`src/rtl/io_input_sequencer.sv`:
```
// Switch-input instruction sequencer: stalls the PC while an input instruction
// waits for a debounced confirm press, captures the switches and issues a
// single register-file write pulse.
module io_input_sequencer #(
   parameter int unsigned DEBOUNCE_CYCLES = 16,
   parameter int unsigned SW_WIDTH        = 10,
   parameter int unsigned CNT_WIDTH       = 8
) (
   input  logic                 clock,
   input  logic                 reset,
   input  logic                 confirm_raw,
   input  logic                 in_req,
   input  logic [SW_WIDTH-1:0]  switches,
   output logic                 stall,
   output logic                 io_wr_en,
   output logic [31:0]          io_data,
   output logic                 press_pulse,
   output logic [2:0]           state_dbg,
   output logic [CNT_WIDTH-1:0] io_count
);

   localparam int unsigned DbW = (DEBOUNCE_CYCLES > 2) ? $clog2(DEBOUNCE_CYCLES) : 1;
   localparam logic [DbW-1:0] DbLast = DbW'(DEBOUNCE_CYCLES - 1);

   typedef enum logic [2:0] {
      StIdle        = 3'd0,
      StWaitRelease = 3'd1,
      StWaitPress   = 3'd2,
      StCapture     = 3'd3,
      StDone        = 3'd4
   } state_t;

   logic [1:0]     sync_q;
   logic           level_q;
   logic           level_prev_q;
   logic [DbW-1:0] db_cnt_q;
   state_t         state_q;

   // Two-flop synchronizer for the asynchronous push-button level.
   always_ff @(posedge clock or negedge reset) begin
      if (!reset) begin
         sync_q <= 2'b00;
      end else begin
         sync_q <= {sync_q[0], confirm_raw};
      end
   end

   // Debounce: the level only follows s2 after DEBOUNCE_CYCLES differing samples in a row.
   always_ff @(posedge clock or negedge reset) begin
      if (!reset) begin
         level_q  <= 1'b0;
         db_cnt_q <= '0;
      end else if (sync_q[1] != level_q) begin
         if (db_cnt_q == DbLast) begin
            level_q  <= sync_q[1];
            db_cnt_q <= '0;
         end else begin
            db_cnt_q <= db_cnt_q + 1'b1;
         end
      end else begin
         db_cnt_q <= '0;
      end
   end

   // Registered one-cycle pulse on each debounced rising edge.
   always_ff @(posedge clock or negedge reset) begin
      if (!reset) begin
         level_prev_q <= 1'b0;
         press_pulse  <= 1'b0;
      end else begin
         level_prev_q <= level_q;
         press_pulse  <= level_q & ~level_prev_q;
      end
   end

   // Transaction FSM with registered write pulse, data capture and counter.
   always_ff @(posedge clock or negedge reset) begin
      if (!reset) begin
         state_q  <= StIdle;
         io_wr_en <= 1'b0;
         io_data  <= '0;
         io_count <= '0;
      end else begin
         io_wr_en <= 1'b0;
         case (state_q)
            StIdle: begin
               if (in_req) begin
                  // A button still held from the last input must be released first.
                  state_q <= level_q ? StWaitRelease : StWaitPress;
               end
            end
            StWaitRelease: begin
               if (!level_q) begin
                  state_q <= StWaitPress;
               end
            end
            StWaitPress: begin
               if (press_pulse) begin
                  state_q <= StCapture;
                  io_data <= 32'(switches);
               end
            end
            StCapture: begin
               // io_wr_en and io_count are set on entry so both are valid throughout DONE.
               state_q  <= StDone;
               io_wr_en <= 1'b1;
               io_count <= io_count + 1'b1;
            end
            StDone: begin
               state_q <= StIdle;
            end
            default: begin
               state_q <= StIdle;
            end
         endcase
      end
   end

   // PC stall; forced low while reset is held so the reset state is fully quiet.
   always_comb begin
      stall = 1'b0;
      if (reset) begin
         case (state_q)
            StIdle:        stall = in_req;
            StWaitRelease: stall = 1'b1;
            StWaitPress:   stall = 1'b1;
            StCapture:     stall = 1'b1;
            default:       stall = 1'b0;
         endcase
      end
   end

   assign state_dbg = state_q;

endmodule

```
`config.mk`:
```
export PLATFORM = sky130hd
export DESIGN_NAME = io_input_sequencer
export DESIGN_NICKNAME = d
export VERILOG_FILES = /design/src/rtl/io_input_sequencer.sv
export SDC_FILE = /design/constraint.sdc
export NUM_CORES = 1
export LEC_CHECK = 0
export BUFFER_PORTS_ARGS = -buffer_cell sky130_fd_sc_hd__buf_2
export CAP_MARGIN = 40
export CORE_MARGIN = 1.5
export CORE_UTILIZATION = 42
export DETAILED_ROUTE_END_ITERATION = 10
export MAX_ROUTING_LAYER = met4
export PLACE_DENSITY = 0.74
export SLEW_MARGIN = 15
export SYNTH_ARGS = -nofsm -noshare
export SYNTH_HDL_FRONTEND = slang
export SYNTH_SLANG_ARGS = --single-unit
```
`constraint.sdc`:
```
create_clock -name clock -period 1.25 [get_ports clock]
set_input_delay 0 -clock clock [delete_from_list [all_inputs] [get_ports clock]]
set_output_delay 0 -clock clock [all_outputs]
set_load 0.05 [all_outputs]
```
---- Word level (Yosys, flattened, before mapping) ----
Cells that the tools add are included.
W data, S select, Z words.
word-level totals
  register bits ........................... 31
  input port bits ......................... 14
  output and inout port bits .............. 46
  word-level logic and storage cells ...... 36
operators by class
  add/sub/neg operators ................... 2
  eq/ne operators ......................... 8
  multiplexer cells ....................... 10
  bitwise operators ....................... 2
  reduce and logical (&&, ||, !) cells .... 5
operators by type and width
  kind                   number
  $pmux W3 S4            1
  $mux W3                3
  $add A8 B1 Y8 const B  1
  $mux W4                2
  $eq A3 B2 Y1 const B   2
  $ne A2 B2 Y1 const B   3
  $add A4 B1 Y4 const B  1
  $eq A4 B4 Y1 const B   1
  $reduce_and A2 Y1      2
  $eq A3 B1 Y1 const B   1
  $logic_not A3 Y1       1
  $reduce_and A3 Y1      1
  $reduce_or A3 Y1       1
  $mux W1                2
  $mux W2                1
  $pmux W1 S2            1
  $and A1 B1 Y1          1
  $ne A1 B1 Y1           1
  $not A1 Y1             1

---- Longest topological paths before layout ----
Gate-level depths: netlist of run 1.
  depth in word-level cells ............... 4
  mapped depth ............................ 5
  gate-level depth less buffers ........... 4

---- Worst setup path before layout of run 1 ----
No wires, ideal clock.
  path type ............................... flip-flop to output port
  start point ............................. reg state_q[1], in the netlist state_dbg[1]
  end point ............................... out stall
  data arrival time ....................... 2.108 ns
  data required time ...................... 1.250 ns
  path slack .............................. -0.858 ns
  cell stages (with the launch flop) ...... 4
  buffers on the path ..................... 1
  cell sequence ........................... dfrtp_1 > buf_2 > nor3_1 > nor3b_1
on the way
  word-level cells in the longest chain between the ends .. 4
  elaborated cells on any way between the ends .. 7
  those cells by class .................... 3 x eq/ne; 2 x mux; 2 x reduce/logical
RTL lines
  item                                          line  text
  start, declared                               37    state_t state_q;
  start signal, assigned                        79    state_q <= StIdle;
  start signal, assigned                        89    state_q <= level_q ? StWaitRelease : StWaitPress;
  start signal, assigned                        94    state_q <= StWaitPress;
  $eq A3 B2 Y1 or $eq A3 B1 Y1 (tied branches)  123   case (state_q)
  $reduce_or A3 Y1 (no line)                    --
  $pmux W1 S2 *                                 123
  $mux W1 *                                     122   if (reset) begin
  end, declared                                 14    output logic stall,
Mark *: on every way between the ends. The rest lies on a longest branch, timed or not.

---- Worst setup path after layout of run 1 ----
  start point ............................. reg state_q[0], in the netlist state_dbg[0]
  end point ............................... reg io_data[9]
on the way
  word-level cells in the longest chain between the ends .. 2
RTL lines
  item                         line  text
  $eq A3 B2 Y1                 85    case (state_q)
  $reduce_and A2 Y1 (no line)  --
  end signal, assigned         100   io_data <= 32'(switches);
  end, declared                16    output logic [31:0] io_data,
No other way between the ends.
A chain may end at the register's enable or synchronous reset.

==> flow_metrics.tcl, run 1 <==
set metrics [dict create \
    drc 0 \
    fmax_ghz 0.737 \
    drv_slew 0 \
    cts_htree_levels 2 \
    rr_startpoint "state_dbg[0]" \
    ys_ff_latch 31 \
    dr_wl_met2_microns 1440 \
    fin_nets 193 \
    syn_area_sq_um 1460 \
    fin_tns_setup_ns -1.04 \
    clkSinkCount 31 \
    viasPerCell 4.40 \
    rsz0062_at_grt "yes" \
    port_buffers 37 \
    crit_family "flip-flops" \
    cp.buffers_inverters 1 \
    ctsLongestPathBuffers 2 \
    synthFlopType "dfrtp_1" \
    leakage_nw 1.03 \
    synth_compound_area_frac 0.0274 \
    grt_pass1_wl_microns 3960 \
    worstPathCellList "and4bb_4 > clkbuf_16 > mux2_4" \
    reg2reg_setup_slack_ns -0.11 \
    synth_edf_count 0 \
    ys_seq_area_frac 0.531 \
    whs_endpoint "state_dbg[1]" \
    synth_xor_area_frac 0.0540 \
    grt-ovfl-total 0 \
    synth_warnings 0 \
    synth_top_family_by_area "buffers and inverters" \
    avgSynthCellArea_sq_um 12.7 \
    async_flop_share 1.00 \
    drt-met1-wl_microns 1190 \
    postSynthCellCount 115 \
    cts_root_buf "clkbuf_4" \
    synth_top_cell_by_area "dfrtp_1" \
    grt_max_degree 32 \
    stdcell_area_sq_um 1960 \
    finalNonFillerCells 224 \
    first_global_vias 899 \
    dpl_cell_area_sq_um 1680 \
    first_iter_violations 32 \
    crit_fanout 5 \
    place.gp.congestion 0.808 \
    critPathKind "flip-flop to flip-flop" \
    grt_use_total 0.154 \
    cts_tree "done" \
    dieArea_sq_um 3840 \
    setup_violations 15 \
    ys_top_cells_by_area "dfrtp_1, buf_4, mux2_4, xor2_1, xnor2_1" \
    dp_hpwl_microns 1810 \
    status "complete, but fails checks" \
    synth_fa_ha_area_frac 0.0171 \
    met3_length_microns 188 \
    power.density_nw_per_um2 948 \
    routed_wl_microns 2870 \
    rows 21 \
    area_growth_pct 34.0 \
    drive_above_1_share 0.483 \
    fin_crit_sh 1.09 \
    n_fill_cell 275 \
    peakVddDrop_mv 0.575 \
    ant_nets 0 \
    path_clk_slew_ns 0.09 \
    synth_most_common_cell "dfrtp_1" \
    synth_top_area_share 0.531 \
    max_stage_delay_ns 0.41 \
    startpoint_type "flip-flop" \
    core_area_sq_um 3340 \
    clk_latency_ns 0.32 \
    endpoint_kind "flip-flop" \
    vias 986 \
    wl_per_cell_microns 12.8 \
    initial_core_util 0.438 \
    critPathSlowestCell "dfrtp_2" \
    fin_ws_ns -0.106 \
    period_needed_ns 1.36 \
    die_h_microns 62.0 \
    io_pins 60 \
    ff2ff_path_depth 3 \
    diodes 0 \
    fin_skew_ns 0.0115 \
    violations "setup timing" \
    utilization 0.586 \
    maxCapViolations 0 \
    hold_viol 0 \
    ys_types 28 \
    cp.arrival_ns 1.56 \
    holdPathStages 4 \
    dr.pass1.iters 4 \
    worstHoldStart "in_req" \
    yosys.area_share.simple 0.119 \
    top_layer "met4" \
    synth_commonest_cells "dfrtp_1, buf_4, mux2_4" \
    multi_input_comb_area_sq_um 624 \
    r2r_end "io_data[9]" \
    worstPathRequired_ns 1.45 \
    die_w_microns 62.0 \
    antenna_found_initial 0 \
    synth_mux_area_frac 0.118 \
    hp-class "input port to flip-flop" \
    register_area_sq_um 787 \
    dpl_worst_slack_ns -0.0308 \
    dpl.cell_count 200 \
    numCtsBuffers 5 \
]
-- metrics by stage --
step	total power, mW	hold WS [ns]
2_1_floorplan	1.30	-0.296
6_report	1.86	0.0547
4_1_cts	1.88	0.0402
5_1_grt	1.96	0.0561
3_3_place_gp	1.29	0.0724
3_5_place_dp	1.30	0.0826
-- cell type report --
cell class / instances / share of cell area
clock buffers: 7 / 0.0230
clock inverters: 1 / 0.00256
inverters: 1 / 0.00192
multi-input cells: 79 / 0.319
flip-flops and latches: 31 / 0.402
well taps: 46 / 0.0294
repair buffers: 59 / 0.222
-- sequential cells by signal, indices dropped and copies added, names as in the netlist --
| signal | cells |
|---|---|
| io_data | 10 |
| io_count | 8 |
| db_cnt_q | 4 |
| state_dbg | 3 |
| sync_q | 2 |
| io_wr_en | 1 |
| level_prev_q | 1 |
| level_q | 1 |
| press_pulse | 1 |
-- layout by cell type, fill, tap and decap left out --
master,n
nor2_1,5
dfrtp_1,22
nor3_4,1
buf_12,1
nand4b_2,1
clkinv_2,1
clkbuf_4,5
xor2_1,6
nand3b_1,1
buf_2,35
buf_4,5
a21oi_1,3
nor3_2,2
nand3_1,1
ha_1,1
nor2b_1,2
clkbuf_16,1
and4bb_4,1
mux2_2,1
inv_1,1
ha_2,1
nor2_2,1
o21a_1,2
nand2_1,5
nand4b_1,1
mux2_4,11
nand2_2,1
nor4_4,1
clkbuf_1,2
dfrtp_2,9
and3b_2,2
buf_6,5
dlygate4sd3_1,12
nor3b_1,1
nor3b_4,1
conb_1,22
xnor2_1,3
o21ai_0,2
-- cells by family after synthesis --
kind of cell             after synthesis
flip-flops                            31
AND/OR/NAND/NOR                       27
buffers and inverters                 26
multiplexers                          12
XOR/XNOR                               9
AO/OA/AOI/OAI                          7
adder cells (fa/ha/maj)                2
other                                  1
-- worst min-delay path, stage by stage --
cell and delay, ns:
buf_2 0.12, nor2_1 0.04, nor2_1 0.07, o21a_1 0.11
-- routing by layer --
layer / GRT usage / vias to the layer above
met1: 0.176 / 466
met2: 0.247 / 46
met4: 0.0638 / 0
li1: - / 469
met5: - / -
met3: 0.0497 / 5
-- repair_timing --
item / CTS / global route
pin swaps: 1 / 1
resized for setup: 9 / 6
setup endpoints to repair: 15 / 20
hold endpoints to repair: 42 / 0
hold buffers: 12 / 0
gates cloned: 0 / 1
buffers inserted: 3 / 0
-- power by group --
| part | internal (mW) | switching, mW |
|---|---|---|
| Clock | 0.219 | 0.317 |
| Sequential | 1.02 | 0.0124 |
| Combinational | 0.0717 | 0.218 |
| Total | 1.31 | 0.548 |
-- worst max-delay path by stage --
| stage | start | to | cells after the start |
|---|---|---|---|
| 5_1_grt | state_dbg[2] | stall | 4 |
| 2_1_floorplan | state_dbg[1] | io_data[0] | 4 |
| 3_3_place_gp | state_dbg[2] | io_data[3] | 3 |
| 4_1_cts | state_dbg[2] | stall | 4 |
| 3_5_place_dp | state_dbg[2] | io_data[3] | 3 |
| 6_report | state_dbg[0] | io_data[9] | 3 |
Power figures use the tool's default switching activity.
==> inputs of run 2 (changes only) <==
--- a/config.mk
+++ b/config.mk
@@ -11,7 +11,7 @@
 export CORE_UTILIZATION = 42
 export DETAILED_ROUTE_END_ITERATION = 10
 export MAX_ROUTING_LAYER = met4
-export PLACE_DENSITY = 0.74
+export PLACE_DENSITY = 0.84
 export SLEW_MARGIN = 15
 export SYNTH_ARGS = -nofsm -noshare
 export SYNTH_HDL_FRONTEND = slang
==> run 2 against run 1 <==
The flow still finishes with violations (setup timing). Critical endpoint is now io_data[0]. Hold slack gained 0.0038 ns. Routed wire length fell by 7.1%. Die area unchanged. Clock power is 9.5% higher. Count of clock-buffer cells in the layout unchanged. Via count is 1.2% higher.
==> flow_metrics.tcl, run 2 (same netlist as run 1, synthesis figures left out) <==
set metrics [dict create \
    r2r_end "io_data[0]" \
    viasPerCell 4.42 \
    hold_viol 0 \
    critPathKind "flip-flop to flip-flop" \
    grt_max_degree 32 \
    leakage_nw 1.03 \
    place.gp.congestion 0.728 \
    die_h_microns 62.0 \
    cp.arrival_ns 1.53 \
    port_buffers 37 \
    dp_hpwl_microns 1680 \
    largest_reg_flops 10 \
    diodes 0 \
    setup_violations 11 \
    die_w_microns 62.0 \
    clk_latency_ns 0.33 \
    violations "setup timing" \
    drv_slew 0 \
    cts_root_buf "clkbuf_4" \
    ant_nets 0 \
    routed_wl_microns 2660 \
    period_needed_ns 1.31 \
    path_clk_slew_ns 0.09 \
    startpoint_type "flip-flop" \
    dpl.cell_count 201 \
    final_common_cell "buf_2" \
    fmax_ghz 0.761 \
    clkSinkCount 31 \
    core_area_sq_um 3340 \
    n_fill_cell 279 \
    grt_use_total 0.162 \
    antenna_found_initial 0 \
    fin_skew_ns 0.00943 \
    finalNonFillerCells 226 \
    numCtsBuffers 5 \
    rows 21 \
    largestRegisters "io_data: 10 flops, io_count: 8 flops, db_cnt_q: 4 flops" \
    crit_end "io_data[0]" \
    use_met3 0.0766 \
    critPathLaunch "state_dbg[0]" \
    endpoint_kind "flip-flop" \
    drive_above_1_share 0.483 \
    peakVddDrop_mv 0.695 \
    grt-ovfl-total 0 \
    power.density_nw_per_um2 981 \
    rsz0062_at_grt "yes" \
    busiest_layer "met2" \
    rr_startpoint "state_dbg[0]" \
    regMostFlops "io_data" \
    ff2ff_path_depth 3 \
    io_pins 60 \
    dieArea_sq_um 3840 \
    grt_pass1_wl_microns 4130 \
    fin_tns_setup_ns -0.527 \
    ctsLongestPathBuffers 2 \
    grt_use_met1 0.155 \
    worstPathRequired_ns 1.46 \
    crit_fanout 10 \
    gr-usage-met2 0.275 \
    drc 0 \
    area_growth_pct 32.9 \
    reg2reg_setup_slack_ns -0.06 \
    fin_nets 195 \
    dr.pass1.iters 4 \
    vias 998 \
    wl_per_cell_microns 11.8 \
    initial_core_util 0.438 \
    first_iter_violations 30 \
    first_global_vias 952 \
    final_cell_mix "buf_2, conb_1, dfrtp_1" \
    maxCapViolations 0 \
    cts_tree "done" \
    status "complete, but fails checks" \
    fin_crit_sh 1.05 \
    cts_htree_levels 2 \
    hp-class "input port to flip-flop" \
    fin_ws_ns -0.0649 \
]
[run 2: changes by cell type in the layout (fill, tap and decap cells not counted), sizes merged]
cell and delta:
clkbuf -1, buf +3
[run 2: metrics by stage]
stage | power [mW] | util | instance area [sq um] | worst slack (ns) | hold slack (ns)
after global routing | 2.00 | 0.582 | 1940 | -0.0899 | 0.0780
after global placement | 1.30 | 0.506 | 1690 | -0.0186 | 0.0535
after CTS | 1.93 | 0.571 | 1900 | -0.0650 | 0.0492
after floorplan | 1.30 | - | 1580 | -0.213 | -0.296
final | 1.90 | 0.582 | 1940 | -0.0649 | 0.0585
after detailed placement | 1.30 | 0.506 | 1690 | -0.0565 | 0.0637
[run 2: worst min path at each step]
stage	depth (start not counted)	slack [ns]	end	start
after global routing	4	0.08	state_dbg[1]	in_req
final	4	0.06	state_dbg[1]	in_req
after detailed placement	2	0.06	io_count[5]	reset
after floorplan	0	-0.30	db_cnt_q[0]	reset
after global placement	2	0.05	io_wr_en	reset
after CTS	4	0.05	state_dbg[1]	in_req
[run 2: layout make-up]
cell class	count	area, sq um	share of cell area
Clock buffer	7	55.1	0.0284
Clock inverter	1	5.00	0.00258
Inverter	1	3.75	0.00193
Multi-Input combinational cell	79	603	0.311
Sequential cell	31	787	0.406
Tap cell	46	57.6	0.0297
Timing Repair Buffer	61	429	0.221
[run 2: power by group]
part	switching (mW)	internal (mW)	leakage [nW]
Clock	0.315	0.272	0.0353
Combinational	0.215	0.0712	0.585
Sequential	0.0128	1.02	0.407
Total	0.543	1.36	1.03
[run 2: repair_timing]
| action | 4_1_cts | 5_1_grt |
|---|---|---|
| buffers inserted | 1 | 4 |
| pin swaps | 1 | 2 |
| gates resized for setup | 7 | 2 |
| endpoints found under the hold margin | 42 | 0 |
| endpoints found under the setup margin | 12 | 16 |
| hold buffers | 12 | 0 |
[run 2: critical path, cell delays in order (launching register included)]
cell,delay (ns)
dfrtp_2,0.42
and4bb_1,0.31
buf_12,0.16
mux2_4,0.31
[run 2: metal layers]
layer | vias to the layer above | routed length [microns] | share of wire
li1 | 472 | - | -
met1 | 470 | 1060 | 0.40
met2 | 47 | 1350 | 0.51
met3 | 9 | 173 | 0.065
met4 | 0 | 74 | 0.028
met5 | - | 0 | 0
